### config.mk
export PLATFORM = sky130hd
export DESIGN_NAME = cfg_write_scheduler
export DESIGN_NICKNAME = d
export VERILOG_FILES = /design/src/rtl/cfg_pkg.sv /design/src/rtl/cfg_fifo.sv /design/src/rtl/cfg_write_scheduler.sv
export SDC_FILE = /design/constraint.sdc
export NUM_CORES = 1
export LEC_CHECK = 0
export ABC_AREA = 1
export CORE_ASPECT_RATIO = 1.1
export CORE_MARGIN = 2
export CORE_UTILIZATION = 40
export DETAILED_ROUTE_END_ITERATION = 7
export GPL_TIMING_DRIVEN = 1
export PLACE_DENSITY_LB_ADDON = 0.2
export SLEW_MARGIN = 15
export SYNTH_ARGS = -nofsm -noshare
export SYNTH_HDL_FRONTEND = slang
export SYNTH_HIERARCHICAL = 1
export SYNTH_SLANG_ARGS = --single-unit
### constraint.sdc
create_clock -name clk_i -period 4.7 [get_ports clk_i]
set_clock_uncertainty 0.2 [all_clocks]
set_input_delay 1.41 -clock clk_i [delete_from_list [all_inputs] [get_ports clk_i]]
set_output_delay 1.41 -clock clk_i [all_outputs]
set_load 0.005 [all_outputs]
### src/rtl/cfg_pkg.sv
// Shared types and constants for the display configuration write path.
package cfg_pkg;

  localparam int NUM_REGISTERS = 7;
  localparam int LEN_REGISTER  = 8;
  localparam int ADDR_W        = $clog2(NUM_REGISTERS);

  // Register map of the display configuration bank.
  typedef enum logic [ADDR_W-1:0] {
    REG_COLOR1   = 3'd0,
    REG_COLOR2   = 3'd1,
    REG_COLOR3   = 3'd2,
    REG_COLOR4   = 3'd3,
    REG_SPRITE_X = 3'd4,
    REG_SPRITE_Y = 3'd5,
    REG_MISC     = 3'd6
  } reg_idx_e;

  // One pending register write.
  typedef struct packed {
    logic [ADDR_W-1:0]       addr;
    logic [LEN_REGISTER-1:0] data;
  } cfg_write_t;

  // Arbiter priority state.
  typedef enum logic {
    SPI_PRI  = 1'b0,
    AUTO_PRI = 1'b1
  } arb_state_e;

  // True when the address maps onto an implemented register.
  function automatic logic addr_valid(input logic [ADDR_W-1:0] addr);
    return int'(addr) < NUM_REGISTERS;
  endfunction

endpackage

### src/rtl/cfg_fifo.sv
// Synchronous FIFO of pending configuration writes. A push while full is
// accepted when a pop happens in the same cycle.
module cfg_fifo
  import cfg_pkg::*;
#(
  parameter int DEPTH = 4
) (
  input  logic                     clk_i,
  input  logic                     rst_i,
  input  logic                     push_i,
  input  cfg_write_t               push_data_i,
  input  logic                     pop_i,
  output cfg_write_t               head_o,
  output logic                     full_o,
  output logic                     empty_o,
  output logic [$clog2(DEPTH):0]   level_o
);

  localparam int PTR_W = $clog2(DEPTH);
  localparam int LVL_W = PTR_W + 1;

  cfg_write_t         r_mem [DEPTH];
  logic [PTR_W-1:0]   r_wr_ptr;
  logic [PTR_W-1:0]   r_rd_ptr;
  logic [LVL_W-1:0]   r_level;

  logic w_do_pop;
  logic w_do_push;

  assign empty_o   = (r_level == '0);
  assign full_o    = (r_level == LVL_W'(DEPTH));
  assign w_do_pop  = pop_i && !empty_o;
  assign w_do_push = push_i && (!full_o || w_do_pop);
  assign head_o    = r_mem[r_rd_ptr];
  assign level_o   = r_level;

  // Storage array: written on accepted push only.
  // NOTE: the data array has no reset; validity is tracked by the pointers
  // and level, so clearing the entries would only cost reset fan-out.
  always_ff @(posedge clk_i) begin
    if (w_do_push) begin
      r_mem[r_wr_ptr] <= push_data_i;
    end
  end

  // Pointers and occupancy; pointers wrap naturally since DEPTH is a power of two.
  // NOTE: sequential state uses non-blocking assignments so every register
  // samples pre-edge values regardless of statement order.
  always_ff @(posedge clk_i) begin
    if (rst_i) begin
      r_wr_ptr <= '0;
      r_rd_ptr <= '0;
      r_level  <= '0;
    end else begin
      if (w_do_push) r_wr_ptr <= r_wr_ptr + 1'b1;
      if (w_do_pop)  r_rd_ptr <= r_rd_ptr + 1'b1;
      case ({w_do_push, w_do_pop})
        2'b10:   r_level <= r_level + 1'b1;
        2'b01:   r_level <= r_level - 1'b1;
        default: r_level <= r_level;
      endcase
    end
  end

endmodule

### src/rtl/cfg_write_scheduler.sv
// Merges SPI-command writes (buffered) and sprite-engine writes into a single
// registered write port, optionally gated to the vertical blanking window.
module cfg_write_scheduler
  import cfg_pkg::*;
#(
  parameter int FIFO_DEPTH = 4,
  parameter int SPI_BURST  = 2
) (
  input  logic                          clk_i,
  input  logic                          rst_i,
  input  logic                          spi_wr_valid_i,
  input  logic [ADDR_W-1:0]             spi_wr_addr_i,
  input  logic [LEN_REGISTER-1:0]       spi_wr_data_i,
  input  logic                          auto_req_i,
  input  logic [ADDR_W-1:0]             auto_addr_i,
  input  logic [LEN_REGISTER-1:0]       auto_data_i,
  output logic                          auto_gnt_o,
  input  logic                          sync_mode_i,
  input  logic                          vblank_i,
  output logic                          reg_we_o,
  output logic [ADDR_W-1:0]             reg_addr_o,
  output logic [LEN_REGISTER-1:0]       reg_data_o,
  output logic [$clog2(FIFO_DEPTH):0]   fifo_level_o,
  output logic                          overflow_o,
  output logic                          bad_addr_o
);

  localparam int                CNT_W      = $clog2(SPI_BURST + 1);
  localparam logic [CNT_W-1:0]  BURST_LAST = CNT_W'(SPI_BURST);

  arb_state_e               r_state;
  logic [CNT_W-1:0]         r_burst_cnt;
  logic                     r_reg_we;
  logic [ADDR_W-1:0]        r_reg_addr;
  logic [LEN_REGISTER-1:0]  r_reg_data;
  logic                     r_auto_gnt;
  logic                     r_overflow;
  logic                     r_bad_addr;

  cfg_write_t               w_head;
  logic                     w_fifo_full;
  logic                     w_fifo_empty;
  logic                     w_spi_addr_ok;
  logic                     w_auto_addr_ok;
  logic                     w_push;
  logic                     w_issue_ok;
  logic                     w_auto_elig;
  logic                     w_sel_spi;
  logic                     w_sel_auto;
  logic [CNT_W-1:0]         w_cnt_inc;

  assign w_spi_addr_ok  = addr_valid(spi_wr_addr_i);
  assign w_auto_addr_ok = addr_valid(auto_addr_i);
  assign w_push         = spi_wr_valid_i && w_spi_addr_ok;
  assign w_issue_ok     = !sync_mode_i || vblank_i;
  // The cycle after a grant the requester has not yet dropped req; skip it.
  assign w_auto_elig    = auto_req_i && !r_auto_gnt;
  assign w_cnt_inc      = r_burst_cnt + 1'b1;

  cfg_fifo #(
    .DEPTH (FIFO_DEPTH)
  ) u_fifo (
    .clk_i       (clk_i),
    .rst_i       (rst_i),
    .push_i      (w_push),
    .push_data_i ('{addr: spi_wr_addr_i, data: spi_wr_data_i}),
    .pop_i       (w_sel_spi),
    .head_o      (w_head),
    .full_o      (w_fifo_full),
    .empty_o     (w_fifo_empty),
    .level_o     (fifo_level_o)
  );

  // Source selection for this cycle; the FIFO head is popped when chosen.
  // NOTE: both selects get a default first so no path through the block
  // leaves them unassigned, which would otherwise infer latches.
  always_comb begin
    w_sel_spi  = 1'b0;
    w_sel_auto = 1'b0;
    if (w_issue_ok) begin
      if (r_state == AUTO_PRI && w_auto_elig) w_sel_auto = 1'b1;
      else if (!w_fifo_empty)                 w_sel_spi  = 1'b1;
      else if (w_auto_elig)                   w_sel_auto = 1'b1;
    end
  end

  // Arbiter FSM with burst counter and the registered write port / grant.
  always_ff @(posedge clk_i) begin
    if (rst_i) begin
      r_state     <= SPI_PRI;
      r_burst_cnt <= '0;
      r_reg_we    <= 1'b0;
      r_reg_addr  <= '0;
      r_reg_data  <= '0;
      r_auto_gnt  <= 1'b0;
    end else begin
      r_auto_gnt <= w_sel_auto;
      r_reg_we   <= w_sel_spi || (w_sel_auto && w_auto_addr_ok);
      if (w_sel_spi) begin
        r_reg_addr <= w_head.addr;
        r_reg_data <= w_head.data;
      end else if (w_sel_auto && w_auto_addr_ok) begin
        r_reg_addr <= auto_addr_i;
        r_reg_data <= auto_data_i;
      end

      case (r_state)
        SPI_PRI: begin
          if (!auto_req_i) begin
            r_burst_cnt <= '0;
          end else if (w_sel_spi) begin
            r_burst_cnt <= w_cnt_inc;
            if (w_cnt_inc == BURST_LAST) r_state <= AUTO_PRI;
          end else if (w_sel_auto) begin
            r_burst_cnt <= '0;
          end
        end
        AUTO_PRI: begin
          if (w_sel_auto) begin
            r_state     <= SPI_PRI;
            r_burst_cnt <= '0;
          end else if (!auto_req_i) begin
            r_burst_cnt <= '0;
          end
        end
        default: begin
          r_state     <= SPI_PRI;
          r_burst_cnt <= '0;
        end
      endcase
    end
  end

  // Sticky error flags, cleared only by reset.
  always_ff @(posedge clk_i) begin
    if (rst_i) begin
      r_overflow <= 1'b0;
      r_bad_addr <= 1'b0;
    end else begin
      if (w_push && w_fifo_full && !w_sel_spi) r_overflow <= 1'b1;
      if ((spi_wr_valid_i && !w_spi_addr_ok) || (auto_req_i && !w_auto_addr_ok))
        r_bad_addr <= 1'b1;
    end
  end

  assign reg_we_o   = r_reg_we;
  assign reg_addr_o = r_reg_addr;
  assign reg_data_o = r_reg_data;
  assign auto_gnt_o = r_auto_gnt;
  assign overflow_o = r_overflow;
  assign bad_addr_o = r_bad_addr;

endmodule
==> impl_metrics.env, run 1 <==
export IMPL_vias=2311
export IMPL_cts_buffers=9
export IMPL_p_sw_mw=0.747
export IMPL_grt_pass1_wl_microns=10300
export IMPL_slew_headroom_pct=46.0
export IMPL_worstPathArrival_ns=3.82
export IMPL_wirelength_microns=6250
export IMPL_synth_area_top_cells="edfxtp_1 43%, dfxtp_1 18%, nand2_1 6.2%"
export IMPL_antenna_found_initial=0
export IMPL_track_usage_pct=16.2
export IMPL_clock_sinks=71
export IMPL_cp_end_kind="flop"
export IMPL_synth_most_common_cell="nand2_1"
export IMPL_drive_above_1_share_pct=9.54
export IMPL_ctsResizeCount=0
export IMPL_pwr_share_comb_pct=33.8
export IMPL_first_global_vias=2186
export IMPL_wire_per_inst_microns=13.2
export IMPL_setup_viol=0
export IMPL_num_rows=33
export IMPL_core_area_sq_um=7470
export IMPL_hold_depth=1
export IMPL_muxShareOfSynthArea_pct=0
export IMPL_cp_max_fo=12
export IMPL_hold_viol=0
export IMPL_path_clk_slew_ns=0.08
export IMPL_clock_path_buffers=2
export IMPL_ant_nets=0
export IMPL_cts_max_level=3
export IMPL_synth_fa_ha_area_share_pct=3.08
export IMPL_grt_start_max_net_pins=26
export IMPL_overflow=0
export IMPL_drc=0
export IMPL_rsz0062_at_grt="no"
export IMPL_yosys_area_share_simple_pct=19.3
export IMPL_die_h_microns=96.1
export IMPL_clock_tree_root_cell="clkbuf_8"
export IMPL_netlist_area_sq_um=3090
export IMPL_nFillCells=685
export IMPL_drtIter0Drc=155
export IMPL_cts_setup_buffers=0
export IMPL_finalSetupTns_ns=0
export IMPL_area_growth_pct=24.5
export IMPL_hold_class="flop to flop"
export IMPL_synth_top_cell_by_area="edfxtp_1"
export IMPL_synth_compound_area_share_pct=10.4
export IMPL_synth_edf_count=44
export IMPL_numPortBuffers=45
export IMPL_crit_type="input port to flop"
export IMPL_ys_warn_count=6
export IMPL_period_share_pct=79.5
export IMPL_switching_share_pct=35.2
export IMPL_cp_required_ns=4.78
export IMPL_fin_nets=397
export IMPL_clk_latency_ns=0.35
export IMPL_antenna_cells=0
export IMPL_finish_utilization_pct=51.4
export IMPL_drv_slew=0
export IMPL_ys_flop_type="edfxtp_1"
export IMPL_initial_utilization_pct=41.3
export IMPL_synth_seq_cells=71
export IMPL_run_status="finished, final reports clean"
export IMPL_holdWs_ns=0.276
export IMPL_synth_top_family_by_area="simple AND/OR/NAND/NOR gates"
export IMPL_gp_congestion=0.765
export IMPL_critPathLaunchType="input port"
export IMPL_seqPwrFrac_pct=40.1
export IMPL_power_mw=2.12
export IMPL_synth_nets=350
export IMPL_ys_seq_area_share_pct=60.3
export IMPL_drv_cap=0
export IMPL_stdcell_count=472
export IMPL_min_period_ns=3.74
export IMPL_ff2ff_path_depth=17
export IMPL_power_density_nw_per_um2=552
export IMPL_io_pins=46
export IMPL_cts_hold_buf=0
export IMPL_avgSynthCellArea_sq_um=9.80
export IMPL_cts_tree="yes"
export IMPL_pwr_share_clk_pct=26.1
export IMPL_dp_hpwl_microns=4140
export IMPL_synth_distinct_cells=27
export IMPL_power_leakage_nw=1.47
export IMPL_synthesis_instances=315
export IMPL_synthArstFlopShare_pct=0
export IMPL_avgViaCountPerCell=4.90
export IMPL_fp_dieW_microns=87.8
export IMPL_synth_top_area_share_pct=42.8
export IMPL_worst_pin_slew_ns=0.808
export IMPL_yosys_top_cells_count="51 x nand2_1, 44 x edfxtp_1, 35 x nor2_1"
export IMPL_die_area_sq_um=8440
export IMPL_synth_xor_area_share_pct=0
export IMPL_first_pass_iters=4
export IMPL_post_place_cells=456
export IMPL_fmax_mhz=267
export IMPL_vdd_drop_max_v=0.000219
export IMPL_intPower_mw=1.38
==> placed cells by master (no fill, tap or decap), drive strengths merged <==
master and n:
fa 1, clkinv 2, o22ai 12, clkdlybuf4s50 45, o21ai 26, nor3 1
nand2 54, a21oi 21, a31oi 1, inv 35, edfxtp 44, bufinv 2
ha 6, nand4 2, nand3 35, nor2 38, dfxtp 27, buf 5
clkinvlp 1, clkbuf 9
==> metal layers <==
metal / up-vias / global-route usage (%) / share of wire, %
met3: 4 / 5.15 / 4.6
met5: - / 0 / 0
li1: 1159 / - / -
met1: 1087 / 21.2 / 48
met2: 61 / 24.6 / 47
met4: 0 / 7.44 / 0.88
==> kinds of logic (layout without fill, tap and decap cells) <==
family	Yosys count	count (layout)
AO/OA/AOI/OAI	60	60
flip-flops	71	71
AND/OR/NAND/NOR	130	130
buffers and inverters	47	99
adder cells (fa/ha/maj)	7	7
==> path summary, 6_finish.rpt <==
check | end | slack [ns] | startpoint
max | u_fifo/level_o[2]$_SDFFE_PP0P_ | 0.96 | auto_req_i
min | r_burst_cnt[0]$_SDFFE_PP0P_ | 0.28 | r_burst_cnt[0]$_SDFFE_PP0P_
max reg2reg | u_fifo/level_o[2]$_SDFFE_PP0P_ | 2.07 | u_fifo/level_o[1]$_SDFFE_PP0P_
min reg2reg | r_burst_cnt[0]$_SDFFE_PP0P_ | 0.28 | r_burst_cnt[0]$_SDFFE_PP0P_
==> state kept, by name, indices dropped and copies added (netlist names), named ones only <==
name             flops
reg_addr_o           3
u_fifo/r_rd_ptr      2
u_fifo/r_mem        44
u_fifo/r_wr_ptr      2
reg_we_o             1
r_state              1
r_burst_cnt          2
reg_data_o           8
bad_addr_o           1
u_fifo/level_o       3
overflow_o           1
auto_gnt_o           1
==> through the flow <==
step / instance area, sq um / worst slack, ns
after floorplan: 3090 / 1.20
after CTS: 3840 / 0.986
after global routing: 3840 / 0.760
after global placement: 3620 / 0.686
after detailed placement: 3620 / 0.610
final: 3840 / 0.961
==> critical path: stages <==
cell and delay (ns):
clkdlybuf4s50_1 0.56, nand3_2 0.26, nand3_4 0.13, inv_1 0.09, inv_1 0.07, nand3_2 0.11
nand2_1 0.18, ha_1 0.20, inv_1 0.07, fa_1 0.37, nand2_1 0.08, nand3_1 0.08
nand2_1 0.06, nand2_1 0.04, nor2_1 0.11
==> power by group through the flow <==
| stage | Combinational [mW] | Clock (mW) | Sequential, mW |
|---|---|---|---|
| floorplan | 0.522 | 0 | 0.838 |
| detailed placement | 0.719 | 0 | 0.867 |
| global placement | 0.706 | 0 | 0.864 |
| global route | 0.818 | 0.597 | 0.866 |
| finish | 0.717 | 0.554 | 0.852 |
| CTS | 0.722 | 0.563 | 0.852 |
==> layout make-up <==
cell class | count | area [sq um] | area share, %
clock inverters | 7 | 103 | 2.67
repair buffers | 50 | 488 | 12.7
flip-flops and latches | 71 | 1860 | 48.5
clock buffers | 9 | 124 | 3.22
multi-input cells | 197 | 1010 | 26.3
inverters | 33 | 124 | 3.22
well taps | 105 | 131 | 3.42
(Power assumes the default switching activity.)
==> inputs of run 2 (changes only) <==
==> constraint.sdc (replaced) <==
create_clock -name clk_i -period 3.6 [get_ports clk_i]
set_clock_uncertainty 0.2 [all_clocks]
set_input_delay 1.08 -clock clk_i [delete_from_list [all_inputs] [get_ports clk_i]]
set_output_delay 1.08 -clock clk_i [all_outputs]
set_load 0.005 [all_outputs]
==> impl_metrics.env, run 2 (synthesis gave the netlist of run 1 again) <==
export IMPL_pwr_share_clk_pct=27.0
export IMPL_fp_dieW_microns=87.8
export IMPL_p_sw_mw=0.950
export IMPL_clock_tree_root_cell="clkbuf_8"
export IMPL_grt_pass1_wl_microns=9960
export IMPL_run_status="finished, final reports clean"
export IMPL_power_density_nw_per_um2=724
export IMPL_setup_viol=0
export IMPL_drive_above_1_share_pct=11.0
export IMPL_worstPathArrival_ns=3.21
export IMPL_clock_sinks=71
export IMPL_vdd_drop_max_v=0.000281
export IMPL_fmax_mhz=316
export IMPL_area_growth_pct=26.5
export IMPL_clock_path_buffers=2
export IMPL_first_pass_iters=4
export IMPL_io_pins=46
export IMPL_drc=0
export IMPL_die_h_microns=96.1
export IMPL_wire_per_inst_microns=12.9
export IMPL_cts_buffers=9
export IMPL_crit_type="input port to flop"
export IMPL_ant_nets=0
export IMPL_drtIter0Drc=125
export IMPL_drv_slew=0
export IMPL_initial_utilization_pct=41.3
export IMPL_ff2ff_path_depth=18
export IMPL_cts_setup_buffers=0
export IMPL_multi_input_area_sq_um=1010
export IMPL_wirelength_microns=6190
export IMPL_first_global_vias=2125
export IMPL_cts_max_level=3
export IMPL_final_cell_mix="51 x nand2_1, 45 x clkdlybuf4s50_1, 44 x edfxtp_1"
export IMPL_antenna_cells=0
export IMPL_gp_congestion=0.755
export IMPL_critPathLaunchType="input port"
export IMPL_rsz0062_at_grt="no"
export IMPL_avgViaCountPerCell=4.82
export IMPL_dp_hpwl_microns=4210
export IMPL_core_area_sq_um=7470
export IMPL_seq_area_sq_um=1860
export IMPL_top_register="u_fifo/r_mem"
export IMPL_num_rows=33
export IMPL_overflow=0
export IMPL_pwr_share_comb_pct=34.2
export IMPL_cp_required_ns=3.64
export IMPL_hold_class="flop to flop"
export IMPL_cp_max_fo=5
export IMPL_seqPwrFrac_pct=38.7
export IMPL_largest_reg_flops=44
export IMPL_slew_headroom_pct=70.3
export IMPL_clk_latency_ns=0.34
export IMPL_path_clk_slew_ns=0.08
export IMPL_power_leakage_nw=1.51
export IMPL_grt_start_max_net_pins=26
export IMPL_numPortBuffers=45
export IMPL_period_share_pct=88.0
export IMPL_cts_tree="yes"
export IMPL_die_area_sq_um=8440
export IMPL_finish_utilization_pct=52.3
export IMPL_layout_commonest_cell="nand2_1"
export IMPL_hold_depth=2
export IMPL_track_usage_pct=15.8
export IMPL_worst_pin_slew_ns=0.445
export IMPL_min_period_ns=3.17
export IMPL_intPower_mw=1.88
export IMPL_hold_viol=0
export IMPL_finalSetupTns_ns=0
export IMPL_fin_nets=403
export IMPL_cp_end_kind="flop"
export IMPL_vias=2306
export IMPL_ctsResizeCount=0
export IMPL_cts_hold_buf=0
export IMPL_nFillCells=698
export IMPL_holdWs_ns=0.278
export IMPL_antenna_found_initial=0
export IMPL_switching_share_pct=33.6
export IMPL_drv_cap=0
[run 2: changes by cell type in the layout (fill, tap and decap cells not counted), sizes merged]
cell      before  now
buf            5   11
bufinv         2    3
clkinv         2    1
clkinvlp       1    2
inv           35   34
[run 2: power by group through the flow]
stage / sequential, mW / clock [mW] / combinational, mW
CTS: 1.10 / 0.784 / 0.972
detailed placement: 1.12 / 0 / 0.970
floorplan: 1.09 / 0 / 0.682
finish: 1.10 / 0.765 / 0.968
global placement: 1.11 / 0 / 0.961
global route: 1.11 / 0.814 / 1.10
[run 2: metrics by stage]
stage / instance area (sq um) / power (mW) / instances / setup WS (ns)
floorplan: 3090 / 1.78 / 315 / 0.431
CTS: 3910 / 2.85 / 478 / 0.465
detailed placement: 3660 / 2.09 / 462 / 0.0872
global route: 3910 / 3.03 / 478 / 0.280
global placement: 3660 / 2.07 / 462 / 0.167
finish: 3910 / 2.83 / 478 / 0.433
[run 2: path summary, 6_finish.rpt]
kind / start / to / slack, ns
max: sync_mode_i / u_fifo/level_o[2]$_SDFFE_PP0P_ / 0.43
min: overflow_o$_SDFFE_PP0P_ / overflow_o$_SDFFE_PP0P_ / 0.28
max reg2reg: u_fifo/level_o[1]$_SDFFE_PP0P_ / u_fifo/level_o[2]$_SDFFE_PP0P_ / 0.99
min reg2reg: overflow_o$_SDFFE_PP0P_ / overflow_o$_SDFFE_PP0P_ / 0.28
[run 2: worst max-delay path, cell delays in order]
cell and delay, ns:
clkdlybuf4s50_1 0.48, nand2_1 0.10, nand3_4 0.10, inv_1 0.09, inv_1 0.08, nand3_2 0.12
nand2_1 0.17, ha_1 0.20, inv_1 0.07, fa_1 0.38, inv_1 0.07, nand2_1 0.05
nand3_1 0.09, nand2_1 0.06, nand2_1 0.05, nor2_1 0.04
[run 2: cell type report]
| class | count | area share, % |
|---|---|---|
| tap | 105 | 3.36 |
| inverter | 33 | 3.17 |
| timing repair buffer | 56 | 13.6 |
| clock buffer | 9 | 3.17 |
| multi-input combinational | 197 | 25.9 |
| sequential | 71 | 47.7 |
| clock inverter | 7 | 3.08 |
[run 2: metal layers]
| layer | global-route usage [%] | part of all wire [%] | vias up | routed length, microns |
|---|---|---|---|---|
| met3 | 3.34 | 3.9 | 10 | 240 |
| met2 | 25.0 | 48 | 51 | 2950 |
| met5 | 0 | 0 | - | 0 |
| li1 | - | - | 1181 | - |
| met4 | 9.10 | 1.9 | 0 | 116 |
| met1 | 19.9 | 47 | 1064 | 2880 |
